--- config.mk ---
export PLATFORM = sky130hd
export DESIGN_NAME = if_id_pipe
export DESIGN_NICKNAME = d
export VERILOG_FILES = /design/src/rtl/if_id_pkg.sv /design/src/rtl/if_id_sat_cnt.sv /design/src/rtl/if_id_pipe.sv
export SDC_FILE = /design/constraint.sdc
export NUM_CORES = 1
export LEC_CHECK = 0
export BUFFER_PORTS_ARGS = -buffer_cell sky130_fd_sc_hd__buf_2
export CORE_MARGIN = 2
export CORE_UTILIZATION = 35
export DETAILED_ROUTE_END_ITERATION = 8
export PLACE_DENSITY = 0.6
export SETUP_SLACK_MARGIN = 0.2
export SLEW_MARGIN = 0
export SYNTH_ARGS = -nofsm -noshare
export SYNTH_HDL_FRONTEND = slang
export SYNTH_SLANG_ARGS = --single-unit
--- constraint.sdc ---
create_clock -name clk -period 1.75 [get_ports clk]
set_clock_uncertainty 0.2 [all_clocks]
set_input_delay 0.35 -clock clk [delete_from_list [all_inputs] [get_ports clk]]
set_output_delay 0.35 -clock clk [all_outputs]
set_load 0.02 [all_outputs]
--- src/rtl/if_id_pkg.sv ---
// Shared defaults and occupancy encoding for the IF/ID pipeline register.
package if_id_pkg;

  localparam int IF_ID_XLEN = 32;
  localparam int IF_ID_ILEN = 32;

  // Bubble presented to decode whenever no real instruction is held.
  localparam logic [IF_ID_ILEN-1:0] IF_ID_NOP_INSTR = '0;

  typedef enum logic [1:0] {
    ST_EMPTY = 2'd0,
    ST_ONE   = 2'd1,
    ST_TWO   = 2'd2
  } occ_state_t;

endpackage

--- src/rtl/if_id_sat_cnt.sv ---
// Saturating up-counter; clear has priority over increment.
// Updates on the falling clock edge like the rest of the IF/ID stage.
module if_id_sat_cnt #(
  parameter int W = 16
)(
  input  logic         clk,
  input  logic         clear,
  input  logic         inc,
  output logic [W-1:0] cnt
);

  logic [W-1:0] r_cnt;

  // Count up, stick at all-ones, zero on clear.
  always_ff @(negedge clk) begin
    if (clear)                   r_cnt <= '0;
    else if (inc && r_cnt != '1) r_cnt <= r_cnt + W'(1);
  end

  assign cnt = r_cnt;

endmodule

--- src/rtl/if_id_pipe.sv ---
// IF/ID pipeline register: two-entry skid buffer between fetch and decode.
// All state changes on the falling edge of clk; rst is synchronous, active high.
// Optional macro IF_ID_PIPE_PERF_EN adds saturating stall/flush counters.
module if_id_pipe import if_id_pkg::*; #(
  parameter int              XLEN      = IF_ID_XLEN,
  parameter int              ILEN      = IF_ID_ILEN,
  parameter logic [ILEN-1:0] NOP_INSTR = ILEN'(IF_ID_NOP_INSTR),
  parameter int              CNT_W     = 16
)(
  input  logic            clk,
  input  logic            rst,
  input  logic            in_valid,
  output logic            in_ready,
  input  logic [XLEN-1:0] in_pc4,
  input  logic [ILEN-1:0] in_instr,
  input  logic            flush,
  output logic            out_valid,
  input  logic            out_ready,
  output logic [XLEN-1:0] out_pc4,
  output logic [ILEN-1:0] out_instr
`ifdef IF_ID_PIPE_PERF_EN
  ,
  output logic [CNT_W-1:0] stall_cnt,
  output logic [CNT_W-1:0] flush_cnt
`endif
);

  occ_state_t      r_state, w_state_nxt;
  logic [XLEN-1:0] r_head_pc4, r_skid_pc4;
  logic [ILEN-1:0] r_head_instr, r_skid_instr;

  logic w_in_xfer, w_out_xfer;
  logic w_ld_head_in, w_ld_head_skid, w_ld_skid;

  // Handshake flags come straight off the state register, so in_ready has
  // no combinational dependence on out_ready.
  assign in_ready   = (r_state != ST_TWO);
  assign out_valid  = (r_state != ST_EMPTY);
  assign w_in_xfer  = in_valid & in_ready;
  assign w_out_xfer = out_valid & out_ready;

  // Next occupancy and which data register loads from where.
  // flush empties the buffer; an accepted fetch in that cycle is dropped,
  // a concurrent drain to decode simply completes.
  always_comb begin
    w_state_nxt    = r_state;
    w_ld_head_in   = 1'b0;
    w_ld_head_skid = 1'b0;
    w_ld_skid      = 1'b0;
    if (flush) begin
      w_state_nxt = ST_EMPTY;
    end else begin
      case (r_state)
        ST_EMPTY: begin
          if (w_in_xfer) begin
            w_state_nxt  = ST_ONE;
            w_ld_head_in = 1'b1;
          end
        end
        ST_ONE: begin
          if (w_in_xfer && w_out_xfer) begin
            w_ld_head_in = 1'b1;           // new entry replaces departing head
          end else if (w_in_xfer) begin
            w_state_nxt = ST_TWO;
            w_ld_skid   = 1'b1;
          end else if (w_out_xfer) begin
            w_state_nxt = ST_EMPTY;
          end
        end
        ST_TWO: begin
          if (w_out_xfer) begin
            w_state_nxt    = ST_ONE;
            w_ld_head_skid = 1'b1;         // skid entry moves up to head
          end
        end
        default: w_state_nxt = ST_EMPTY;
      endcase
    end
  end

  // Occupancy state register; reset beats flush and any transfer.
  always_ff @(negedge clk) begin
    if (rst) r_state <= ST_EMPTY;
    else     r_state <= w_state_nxt;
  end

  // Head/skid data registers, loaded only on the moves chosen above.
  always_ff @(negedge clk) begin
    if (rst) begin
      r_head_pc4   <= '0;
      r_head_instr <= NOP_INSTR;
      r_skid_pc4   <= '0;
      r_skid_instr <= NOP_INSTR;
    end else begin
      if (w_ld_head_in) begin
        r_head_pc4   <= in_pc4;
        r_head_instr <= in_instr;
      end else if (w_ld_head_skid) begin
        r_head_pc4   <= r_skid_pc4;
        r_head_instr <= r_skid_instr;
      end
      if (w_ld_skid) begin
        r_skid_pc4   <= in_pc4;
        r_skid_instr <= in_instr;
      end
    end
  end

  // Decode sees a clean bubble whenever nothing valid is held; stale head
  // contents never leak out.
  assign out_pc4   = out_valid ? r_head_pc4   : '0;
  assign out_instr = out_valid ? r_head_instr : NOP_INSTR;

`ifdef IF_ID_PIPE_PERF_EN
  logic w_stall_inc;
  assign w_stall_inc = out_valid & ~out_ready;

  if_id_sat_cnt #(.W(CNT_W)) u_stall_cnt (
    .clk   (clk),
    .clear (rst),
    .inc   (w_stall_inc),
    .cnt   (stall_cnt)
  );

  if_id_sat_cnt #(.W(CNT_W)) u_flush_cnt (
    .clk   (clk),
    .clear (rst),
    .inc   (flush),
    .cnt   (flush_cnt)
  );
`endif

endmodule
# Word-level counts from Yosys, hierarchy flattened
# Cells that the tools add are included.
[totals] regBits=130 output_inout_bits=66 wordCells=42
[classes] eq_ne=7 muxes=22 bitwise_logic=2 reduce_logical=6
[ops] operator="two-way mux 32 bit" count=6
[ops] operator="two-way mux 2 bit" count=5
[ops] operator="two-way mux 1 bit" count=9
[ops] operator="inequality test 2 bit (second input constant)" count=4
[ops] operator="one-hot mux 2 bit (3 select lines)" count=1
[ops] operator="AND reduction 4 bit" count=1
[ops] operator="nonzero test 2 bit" count=2
[ops] operator="inequality test 3 bit (second input constant)" count=1
[ops] operator="AND 1 bit" count=2
[ops] operator="== test 2 x 1 -> 1 bit (second input constant)" count=1
[ops] operator="== test 2 bit (second input constant)" count=1
[ops] operator="logical NOT 2 bit" count=1
[ops] operator="one-hot mux 1 bit (2 select lines)" count=1
[ops] operator="OR reduction 2 bit" count=1
[ops] operator="logical AND 1 bit" count=1

# Longest topological paths before layout
# Gate-level depths: netlist of the first run.
[depth] word_depth=7 ltp_mapped=7 ltp_nobuf=5

==> results of run 1 <==
-- routing by layer --
layer  share of wire, %  vias up  GRT usage, %
li1                   -     3139             -
met1                 37     3501          31.5
met2                 49      456          46.3
met3                7.8      146          11.3
met4                5.6        0          15.9
met5                  0        -             0
-- power breakdown --
group	leakage (nW)	internal, mW	switching (mW)	total [mW]
clock network	0.994	2.66	2.55	5.21
logic	3.10	0.697	0.705	1.40
registers	1.06	3.10	0.0751	3.17
-- kinds of logic (layout without fill, tap and decap cells) --
family	count (synthesis)	count (layout)
AO/OA/AOI/OAI	130	130
XOR/XNOR	1	1
buffers and inverters	65	439
flip-flops	130	130
AND/OR/NAND/NOR	395	395
-- stage by stage --
stage | instance area, µm² | hold slack [ns] | std cells
floorplan | 6020 | 0.237 | 721
global placement | 7190 | 0.242 | 1066
detailed placement | 7190 | 0.247 | 1066
CTS | 10500 | 0.250 | 1299
global route | 11600 | 0.268 | 1306
finish | 11600 | 0.250 | 1306
-- cell usage after synthesis, types with 2 or more instances --
cell / instances / area share (%)
a21oi_1: 64 / 5.8
a311oi_1: 64 / 10
buf_2: 22 / 2.0
buf_4: 2 / 0.27
buf_6: 6 / 1.2
clkbuf_1: 32 / 2.2
dfxtp_1: 130 / 47
inv_1: 2 / 0.14
nand2_1: 257 / 18
nand3b_1: 2 / 0.27
nor2_1: 65 / 4.4
nor2b_1: 65 / 7.4
-- tightest hold or removal path, stage by stage, from the launching register on --
cell and delay (ns):
dfxtp_1 0.29, nand2_1 0.05, a21oi_1 0.05
-- flip-flops by register name (all words and copies together) (netlist names) --
signal	flops
r_state	2
r_head_instr	32
r_head_pc4	32
r_skid_pc4	32
r_skid_instr	32
-- layout make-up --
cell class,count,share of cell area [%]
Clock buffer,17,3.67
Clock inverter,145,5.77
Inverter,2,0.0647
Multi-Input combinational cell,526,38.2
Sequential cell,130,22.5
Tap cell,211,2.28
Timing Repair Buffer,275,27.5
-- final timing paths --
kind / from / end / slack, ns / cells after the start
setup / recovery: r_state[1]$_SDFFE_NP0P_ / out_instr[25] / -1.34 / 5
hold / removal: r_skid_instr[27]$_SDFFE_NP0P_ / r_skid_instr[27]$_SDFFE_NP0P_ / 0.25 / 2
setup reg to reg: r_state[1]$_SDFFE_NP0P_ / r_head_instr[7]$_SDFFE_NP0P_ / -0.53 / 10
hold reg to reg: r_skid_instr[27]$_SDFFE_NP0P_ / r_skid_instr[27]$_SDFFE_NP0P_ / 0.25 / 2
-- timing repair --
item	CTS	global route
pin swaps	66	116
setup buffers	38	4
endpoints found under the setup margin	196	196
hold endpoints to repair	0	0
resized for setup	262	242
cloned	34	3
==> impl.org, run 1 <==
** Outcome
- The run finished, with violations left.
- Violated checks :: negative setup slack

** GRT
- First-pass GRT wire length :: between 30000 and 40000 µm
- Vias in the first global route :: 7075
- For this run, the total global-route usage over all layers was measured as between 20% and 30%.
- The initial antenna violation count was 0.
- Summed over all layers, the global routing overflow is 0.
- Entering global routing, the biggest net connects 44 pins.

** Worst setup path
- Worst path max stage delay :: between 0.3 and 0.4 ns
- In this design, the largest share of critical-path delay is due to buffers and inverters.
- Traced cell by cell, the critical path runs through nor2_4 > buf_4 > clkbuf_16 > nor2b_1 > buf_2.
- For the worst setup path, the data arrival time is between 2 and 3 ns.
- Critical path peak fanout :: 6
- STA classifies the critical path startpoint as a register.
- Among all stages on the critical path, the largest delay is contributed by dfxtp_2.
- STA classifies the critical path endpoint as a primary output.
- Critical path required time :: about 1.2 ns
- The critical path is of the reg -> out type.
- The critical path contains buffers and inverters numbering 3 combined.

** Clock tree
- The H-tree generated during clock tree synthesis spans 4 levels.
- The number of hold buffers added after CTS was 0.
- The number of clock buffers added by TritonCTS is 17.
- Clock Sinks :: 130
- The cell sitting at the root of the clock tree is a clkbuf_16.
- Clock buffer depth :: 2
- TritonCTS built the clock tree.
- The clock reaches the later pin of the worst-skew pair after about 0.48 ns.
- Clock-pin slew was measured on the worst setup and hold paths at around 0.07 ns.

** Logic synthesis
- Summing every instance area after synthesis gives approximately 5500 µm².
- Synth Area in Compound Gates :: between 15 and 20%
- Share of the synthesized netlist area taken by xor and xnor gates :: less than 1%
- The synthesized design contains 130 register bits.
- For this run, asynchronously set or reset flops after synthesis account for 0%.
- Post-synthesis share of cell area spent on full adders, half adders and majority gates :: 0%
- Mean instance size in the synthesized netlist :: about 7.6 µm²
- Number of nets produced by synthesis :: 790
- Summing the areas of all and, or, nand and nor instances in the mapped netlist gives between 30% and 40% of the synthesized area.
- Of the post-synthesis cell area, the part taken by muxes is 0%.
- Synthesized instance count :: slightly above 700
- Synthesis instantiated 22 different standard cells from the library.
- Warnings, synthesis :: 0
- In this run, synthesis inferred 0 flip-flops with an integrated enable.
- After synthesis, the largest family of logic cells by area is simple AND/OR/NAND/NOR gates.
- Leading register cell type out of synthesis :: dfxtp_1
- Sequential area share after synthesis :: 47.2%

** Placed design
- Dpl hpwl :: 9950 µm
- Post-Place Worst Slack :: -0.905 ns
- Routability Congestion :: roughly 0.71
- Number of buffers inserted by port buffering :: around 130

** Power and ir drop
- The design draws ~9.8 mW.
- Static Leak :: between 5 and 6 nW
- PwrDens :: 844 nW/µm²
- Highest ir drop seen on vdd :: around 800 µV

** Detailed routing
- DRC violation count after routing :: 0
- Average wire length per cell after detail routing :: 21.7 µm
- DR vias/cell :: 5.55
- In this run the remaining antenna-violating nets after routing total 0.
- Via count :: between 7000 and 8000
- Initial DRT Pass Iterations :: 5
- The final layout contains routed wiring with a total length of ~28000 µm.
- The detailed router finished its first iteration with 685 violations.

** Floorplan
- Number of placement rows :: 45
- The total area inside the core boundary comes to 15300 µm².
- In this run the count of I/O pins placed on the die edge is roughly 140.
- From bottom edge to top edge, the die measures ~130 µm.
- Die area :: roughly 17000 µm²
- The initial utilization of the core area, before any placement, comes to about 36%.
- Horiz. Die Dim :: around 130 µm

** Cells and area
- Most frequent standard cell in the layout excluding fill and tap cells :: nand2_1
- Commonest cells after routing, fill and taps aside :: 185 x nand2_1, 132 x inv_1, 128 x dfxtp_1, 103 x buf_2
- Multi-input gate area :: around 4400 µm²
- Antenna diode count :: 0
- The layout has between 900 and 1000 filler cells.
- Ratio of cells with drive above 1 in the final layout :: 56.3%
- Cells fill 75.8% of the core in the end.
- Layout area overhead :: 111%
- Net count, final :: 1151
- Across the whole layout, storage elements account for around 2600 µm².

** Run
- Max-cap check violation count :: 0

** Timing
- The count of final hold-check violations is 0.
- Setup slack on the critical path of the routed design comes to -1.34 ns.
- Setup repair after global routing could not meet its margin everywhere.
- Final setup TNS :: -141.77 ns
- For the pin with the worst max-slew slack, the measured transition is 0.414 ns.
- Total count of max-transition violations in the final report :: 0
- Worst relative slew slack :: between 70% and 80%
- Total of endpoints with negative setup slack in the final report :: 195

** Worst hold path
- Class of the most critical hold timing path :: reg -> reg
Power figures use the tool's default switching activity.
==> inputs of run 2 (changes only) <==
- TNS_END_PERCENT: default -> 50
==> run 2 against run 1 <==
Effect of this change:
- the run still ends with negative setup slack left
- worst setup slack improved by 0.18 ns
- final cell count decreased by 2.3%
- via count decreased by 13%
- first-iteration DRC count decreased by 39%
- count of clock-buffer cells in the layout unchanged
- combinational power decreased by 33%
- global-route usage decreased by 7.9 points
- total power decreased by 11%
- register-to-register slack improved by 0.05 ns
- sequential share of layout area increased by 3.4 points
- critical path depth unchanged
- critical endpoint is now out_instr[31]
==> impl.org, run 2 (synthesis results as in run 1) <==
** Detailed routing
- Average wire length per cell after detail routing :: approximately 15 µm
- Number of DRC violations after detailed-routing iteration 0 :: 418
- For this run, design rule violations remaining after detail routing come to 0.
- DR vias/cell :: approximately 5.0
- Via count :: about 6300
- Final Routed Wirelength :: approximately 19000 µm
- Initial DRT Pass Iterations :: 5
- Antenna Violating Nets Remaining :: 0

** Placed design
- Prior to clock tree synthesis, the placed netlist has a worst setup slack of -0.925 ns.
- The number of placed instances, taps included, is roughly 1100.
- Placement Cell Area :: about 7500 µm²
- Routability Congestion :: 0.765
- Number of buffers inserted by port buffering :: 134
- Dpl hpwl :: between 10000 and 15000 µm

** Timing
- Hold violation total from the final report :: 0
- Unrepaired setup endpoints after global routing :: yes
- Measured against its own limit, the worst slew margin works out to 76.1%.
- Pin slew with the least headroom to its limit :: between 0.3 and 0.4 ns
- After layout, the worst setup slack is -1.16 ns.
- Setup total negative slack on the finished layout was measured at -125.65 ns.
- Total of endpoints with negative setup slack in the final report :: between 150 and 200
- Hold slack final :: ~0.25 ns
- Total count of max-transition violations in the final report :: 0

** Clock tree
- Clock network latency to the later pin of the worst-skew pair :: 0.45 ns
- Buffers inserted to repair hold after CTS numbered 0.
- After clock tree synthesis, the clock-pin slew on the worst setup and hold paths is 0.03 ns.
- Clock Sinks :: 130
- The number of clock buffers added by TritonCTS is 17.
- CTS root buffer :: clkbuf_16
- In this run the number of H-tree levels came out at 4.
- Clock buffer depth :: 2
- TritonCTS built the clock tree.

** Worst setup path
- The critical path crosses 5 cells after its start point.
- Crit-path leading delay family :: buffers and inverters
- The critical path contains buffers and inverters numbering 3 combined.
- STA puts the critical path data arrival time at ~2.4 ns.
- The largest individual stage delay along the critical path comes from the cell dfxtp_2.
- Data on the critical path is required at its endpoint by roughly 1.2 ns.
- Measured in cells, the most critical reg-to-reg path has a length of 11.
- Critical path peak fanout :: 7
- For flop-to-flop paths, the worst setup slack is -0.48 ns.
- Category of the worst setup path launch point :: register
- Critical path's most frequent cell :: buf_12
- The worst setup path is captured at a primary output.
- The largest single stage delay on the critical path is between 0.3 and 0.4 ns.
- The critical path in this run is classified as reg -> out.
- Worst path cell trace :: nor2_4 > buf_12 > buf_12 > nor2b_1 > buf_4

** Floorplan
- The die covers ~17000 µm².
- In this run the core area contains 45 standard-cell rows.
- The die is ~130 µm wide.
- The die is 129 µm tall.
- In this run the count of I/O pins placed on the die edge is ~140.
- The total area inside the core boundary comes to about 15000 µm².
- For this configuration, the core starts out at a cell density of roughly 36%.

** GRT
- Initial antenna violation count :: 0
- Overflow after GRT :: 0
- Global routing usage summed across all routing layers :: 20.4%
- Maximum number of pins on one net before global-route repair :: 55
- Vias in the first global route :: 5924
- First-pass GRT wire length :: 26900 µm

** Outcome
- Outcome :: finished with violations
- Violated checks :: negative setup slack

** Cells and area
- Final core utilization :: approximately two thirds
- The post-route netlist has a little over two fifths of its cells at a drive strength greater than 1.
- Net count, final :: ~1100
- Filler cell count :: roughly 1300
- Cell area after layout :: around 10000 µm²
- Layout area overhead :: 83.1%
- Commonest cells after routing, fill and taps aside :: 198 x nand2_1, 130 x inv_1, 128 x dfxtp_1, 73 x buf_2, 71 x buf_6
- The library cell used most frequently in the layout, excluding fill and tap cells, is nand2_1.
- Antenna diode count :: 0
- Post-route non-filler standard cell count :: about 1300

** Run
- The tool flagged a number of max-cap violations equal to 0.

** Power and ir drop
- Highest ir drop seen on vdd :: ~730 µV
- Static Leak :: roughly 4.6 nW
- Overall power consumption after layout is estimated at 8.70 mW.
- For this design the ratio of total power to cell area is between 800 and 900 nW/µm².

** Worst hold path
- Class of the most critical hold timing path :: reg -> reg
- Worst hold stages :: 2
==> run 2: cell count changes in the layout (fill, tap and decap cells not counted), moves of 11 or more <==
cell / delta
nor2_4: -37
buf_2: -30
nor2_1: +59
buf_4: +11
nor2_2: -22
nand2_1: +13
buf_6: +23
a21oi_1: +27
a21oi_2: -26
nand2_4: -19
a311oi_1: +34
a311oi_2: -34
buf_16: -27
==> run 2: final timing paths <==
path                                 from                       endpoint
max               r_state[0]$_SDFFE_NP0P_                  out_instr[31]
min          r_skid_instr[3]$_SDFFE_NP0P_   r_skid_instr[3]$_SDFFE_NP0P_
min reg2reg  r_skid_instr[3]$_SDFFE_NP0P_   r_skid_instr[3]$_SDFFE_NP0P_
max reg2reg       r_state[0]$_SDFFE_NP0P_  r_head_instr[20]$_SDFFE_NP0P_
==> run 2: layout make-up <==
| type | count | area [µm²] | area share (%) |
|---|---|---|---|
| Tap cell | 211 | 264 | 2.62 |
| Inverter | 2 | 7.51 | 0.0744 |
| Clock inverter | 145 | 617 | 6.11 |
| Clock buffer | 17 | 425 | 4.22 |
| Multi-Input combinational cell | 526 | 3640 | 36.1 |
| Sequential cell | 130 | 2610 | 25.8 |
| Timing Repair Buffer | 245 | 2530 | 25.1 |
==> run 2: worst register-to-register path, delay by kind of cell (launching register included) <==
family	cells	cell delay (ns)
AO/OA/AOI/OAI	1	0.24
buffers and inverters	7	0.83
flip-flops	1	0.32
AND/OR/NAND/NOR	3	0.54
==> run 2: power breakdown <==
part	total (mW)	switching, mW	leakage, nW	internal [mW]
clock	4.58	2.22	0.972	2.36
combinational	0.944	0.465	2.55	0.480
sequential	3.18	0.0719	1.06	3.10
total	8.70	2.76	4.58	5.94
==> run 2: routing by layer <==
metal  share of wire (%)  GRT usage (%)  wire length, µm  up-vias
met4                 1.5           8.60              290        0
met1                  41           22.1             7880     3016
met5                   0              0                0        -
li1                    -              -                -     3083
met3                 5.2           10.3              999       28
met2                  52           34.0            10100      198
==> run 2: timing repair <==
action	4_1_cts	5_1_grt
pin swaps	64	96
setup buffers	6	8
hold endpoints to repair	0	0
endpoints found under the setup margin	196	196
resized for setup	159	158
cloned	4	10
==> inputs of run 3 (changes only) <==
- CELL_PAD_IN_SITES_DETAIL_PLACEMENT: default -> 0
- CELL_PAD_IN_SITES_GLOBAL_PLACEMENT: default -> 2
- CORE_UTILIZATION: 35 -> 30
- PLACE_DENSITY: 0.6 -> 0.84
==> run 3 against run 2 <==
Effect of this change:
- the run still ends with negative setup slack left
- combinational power up 3.8%
- non-clock buffer count down 2
- final cell count up 1.3%
- worst hold slack better by 0.0013 ns
==> impl.org, run 3 (synthesis results as in run 1) <==
** Outcome
- The run finished, with violations left.
- Violated checks :: negative setup slack

** Worst setup path
- Critical path required time :: about 1.2 ns
- In this run the critical register-to-register path is launched from r_state[0]$_SDFFE_NP0P_.
- STA classifies the critical path endpoint as a primary output.
- Data on the critical path arrives at its endpoint at roughly 2.4 ns.
- STA classifies the critical path startpoint as a register.
- By startpoint and endpoint, the worst setup path is classified as reg -> out.
- Worst path max stage delay :: between 0.3 and 0.4 ns
- Slowest cell on crit path :: dfxtp_2
- The critical path goes through nor2_4 > buf_12 > clkbuf_16 > nor2b_1 > buf_2.
- Critical path peak fanout :: 6
- The most critical setup path has its startpoint at r_state[1]$_SDFFE_NP0P_.

** Placed design
- OpenSTA, run right after detailed placement, puts the worst setup slack at -0.883 ns.
- Port buffering added ~130 buffers.
- At the end of routability-driven placement, the weighted congestion stood at between 0.6 and 0.7.
- The wire-length estimate of the detail-placed layout is approximately 10000 µm.

** Floorplan
- For this configuration, the core starts out at a cell density of 30.7%.
- Die area :: 19500 µm²
- In this run the horizontal extent of the chip is approximately 140 µm.
- The floorplan step set the die height to approximately 140 µm.
- Number of placement rows :: 49
- Std-Cell Core Area :: 18000 µm²
- Io pins :: 135

** Clock tree
- Hold repair after CTS inserted 0 buffers.
- Clock network latency to the later pin of the worst-skew pair :: approximately 0.46 ns
- The clock tree synthesis step divided the H-tree into 4 levels.
- Counting along the longest clock path gives a buffer depth of 2.
- TritonCTS clock tree :: built
- After clock tree synthesis, the clock-pin slew on the worst setup and hold paths is about 0.03 ns.
- TritonCTS created 17 clock buffers.
- CTS root buffer :: clkbuf_16
- Clock tree synthesis found a total of 130 sinks.

** Power and ir drop
- The worst-case IR drop observed on VDD is ~690 µV.
- PwrDens :: about 910 nW/µm²
- In this run the static leakage power is ~4.5 nW.

** Detailed routing
- Once detail routing completed, the nets flagged for antenna violations numbered 0.
- Initial DRT Pass Iterations :: 4
- Number of DRC violations after detailed-routing iteration 0 :: between 200 and 300
- Via count :: 6266
- DR vias/cell :: 4.85
- Average wire length per cell after detail routing :: around 16 µm
- In the final routing, the length of wire on met1 measures between 9000 and 10000 µm.
- Wire segments on met2 add up to ~11000 µm in the final route.
- In the routed design, unresolved DRC markers number 0.
- Met3 wirelength from detailed routing :: about 740 µm
- The routed design has about 21000 µm of wire.
- Highest routing layer actually used :: met4

** Cells and area
- Leaving out fill and tap cells, the most frequent cell in the layout is nand2_1.
- Layout area overhead :: 85.1%
- Net count, final :: 1120
- The number of antenna diodes in the final layout is 0.
- Final core utilization :: 56.8%
- Ratio of cells with drive above 1 in the final layout :: around two fifths
- Leaving out fill and tap cells, the most frequent cells in the layout are 222 x nand2_1, 130 x inv_1, 128 x dfxtp_1, 72 x buf_2, 67 x buf_6.
- Filler cell count :: between 1500 and 2000

** GRT
- First-pass GRT wire length :: ~32000 µm
- Global routing usage summed across all routing layers :: between 20% and 30%
- Overflow after GRT :: 0
- The number of global-route vias before repair is around 6400.
- Maximum number of pins on one net before global-route repair :: 43
- Initial antenna violation count :: 0

** Timing
- The count of final hold-check violations was 0.
- The worst pin sits at a relative slew slack of around 77%.
- Pin slew with the least headroom to its limit :: roughly 0.34 ns
- After layout, the worst setup slack is -1.16 ns.
- Setup violations remaining at the end of the flow were counted as between 150 and 200.
- Total count of max-transition violations in the final report :: 0
- Unrepaired setup endpoints after global routing :: yes

** Run
- Max-cap check violation count :: 0

** Worst hold path
- Beginning of the worst hold path :: r_skid_instr[13]$_SDFFE_NP0P_
- The worst hold path belongs to the class reg -> reg.
run 3: cell types whose count changed in the layout (fill, tap and decap cells not counted), moves of 8 or more:
| cell | delta |
|---|---|
| a21oi_1 | +11 |
| a21oi_2 | -11 |
| a311oi_1 | -9 |
| a311oi_2 | +9 |
| buf_16 | +12 |
| inv_6 | +8 |
| nand2_1 | +24 |
| nand2_4 | -28 |
run 3: timing repair:
item | CTS | global route
buffers inserted | 14 | 2
gates resized for setup | 200 | 65
endpoints found under the setup margin | 196 | 196
pin swaps | 65 | 9
gates cloned | 20 | 5
hold endpoints to repair | 0 | 0
run 3: worst max-delay path, delay by kind of cell (launching register included):
| kind | cells | cell delay, ns |
|---|---|---|
| AND/OR/NAND/NOR | 2 | 0.22 |
| buffers and inverters | 3 | 0.50 |
| flip-flops | 1 | 0.32 |
run 3: final timing paths:
path                                        end  slack [ns]  cells after the start
setup reg to reg  r_head_instr[31]$_SDFFE_NP0P_       -0.52                     12
hold / removal    r_skid_instr[13]$_SDFFE_NP0P_        0.25                      2
hold reg to reg   r_skid_instr[13]$_SDFFE_NP0P_        0.25                      2
setup / recovery                     out_pc4[0]       -1.16                      5
run 3: layout make-up:
| type | count | area, µm² | area share (%) |
|---|---|---|---|
| clock inverter | 145 | 707 | 6.93 |
| tap | 229 | 287 | 2.81 |
| sequential | 130 | 2610 | 25.5 |
| clock buffer | 17 | 425 | 4.17 |
| inverter | 2 | 10.0 | 0.0981 |
| timing repair buffer | 243 | 2730 | 26.8 |
| multi-input combinational | 527 | 3430 | 33.7 |
run 3: per-stage QoR:
stage                     power, mW  cell area (µm²)  hold WS (ns)  std cells  setup TNS [ns]
after detailed placement       4.39             7320         0.247       1091         -153.98
after global placement         4.39             7320         0.243       1091         -152.09
after floorplan                4.08             6020         0.237        721         -118.27
after global routing           9.90            10200         0.266       1293         -144.27
final                          9.29            10200         0.251       1293         -131.76
after CTS                      9.30             9790         0.251       1286         -133.80
run 3: routing by layer:
metal	global-route usage (%)	vias up
li1	-	3083
met1	24.5	3011
met2	34.2	151
met3	6.02	21
met4	10.3	0
met5	0	-
run 3: where the power goes:
group	internal, mW	total, mW	switching, mW
clock	2.83	5.14	2.30
sequential	3.10	3.17	0.0680
combinational	0.513	0.980	0.468
total	6.45	9.29	2.84
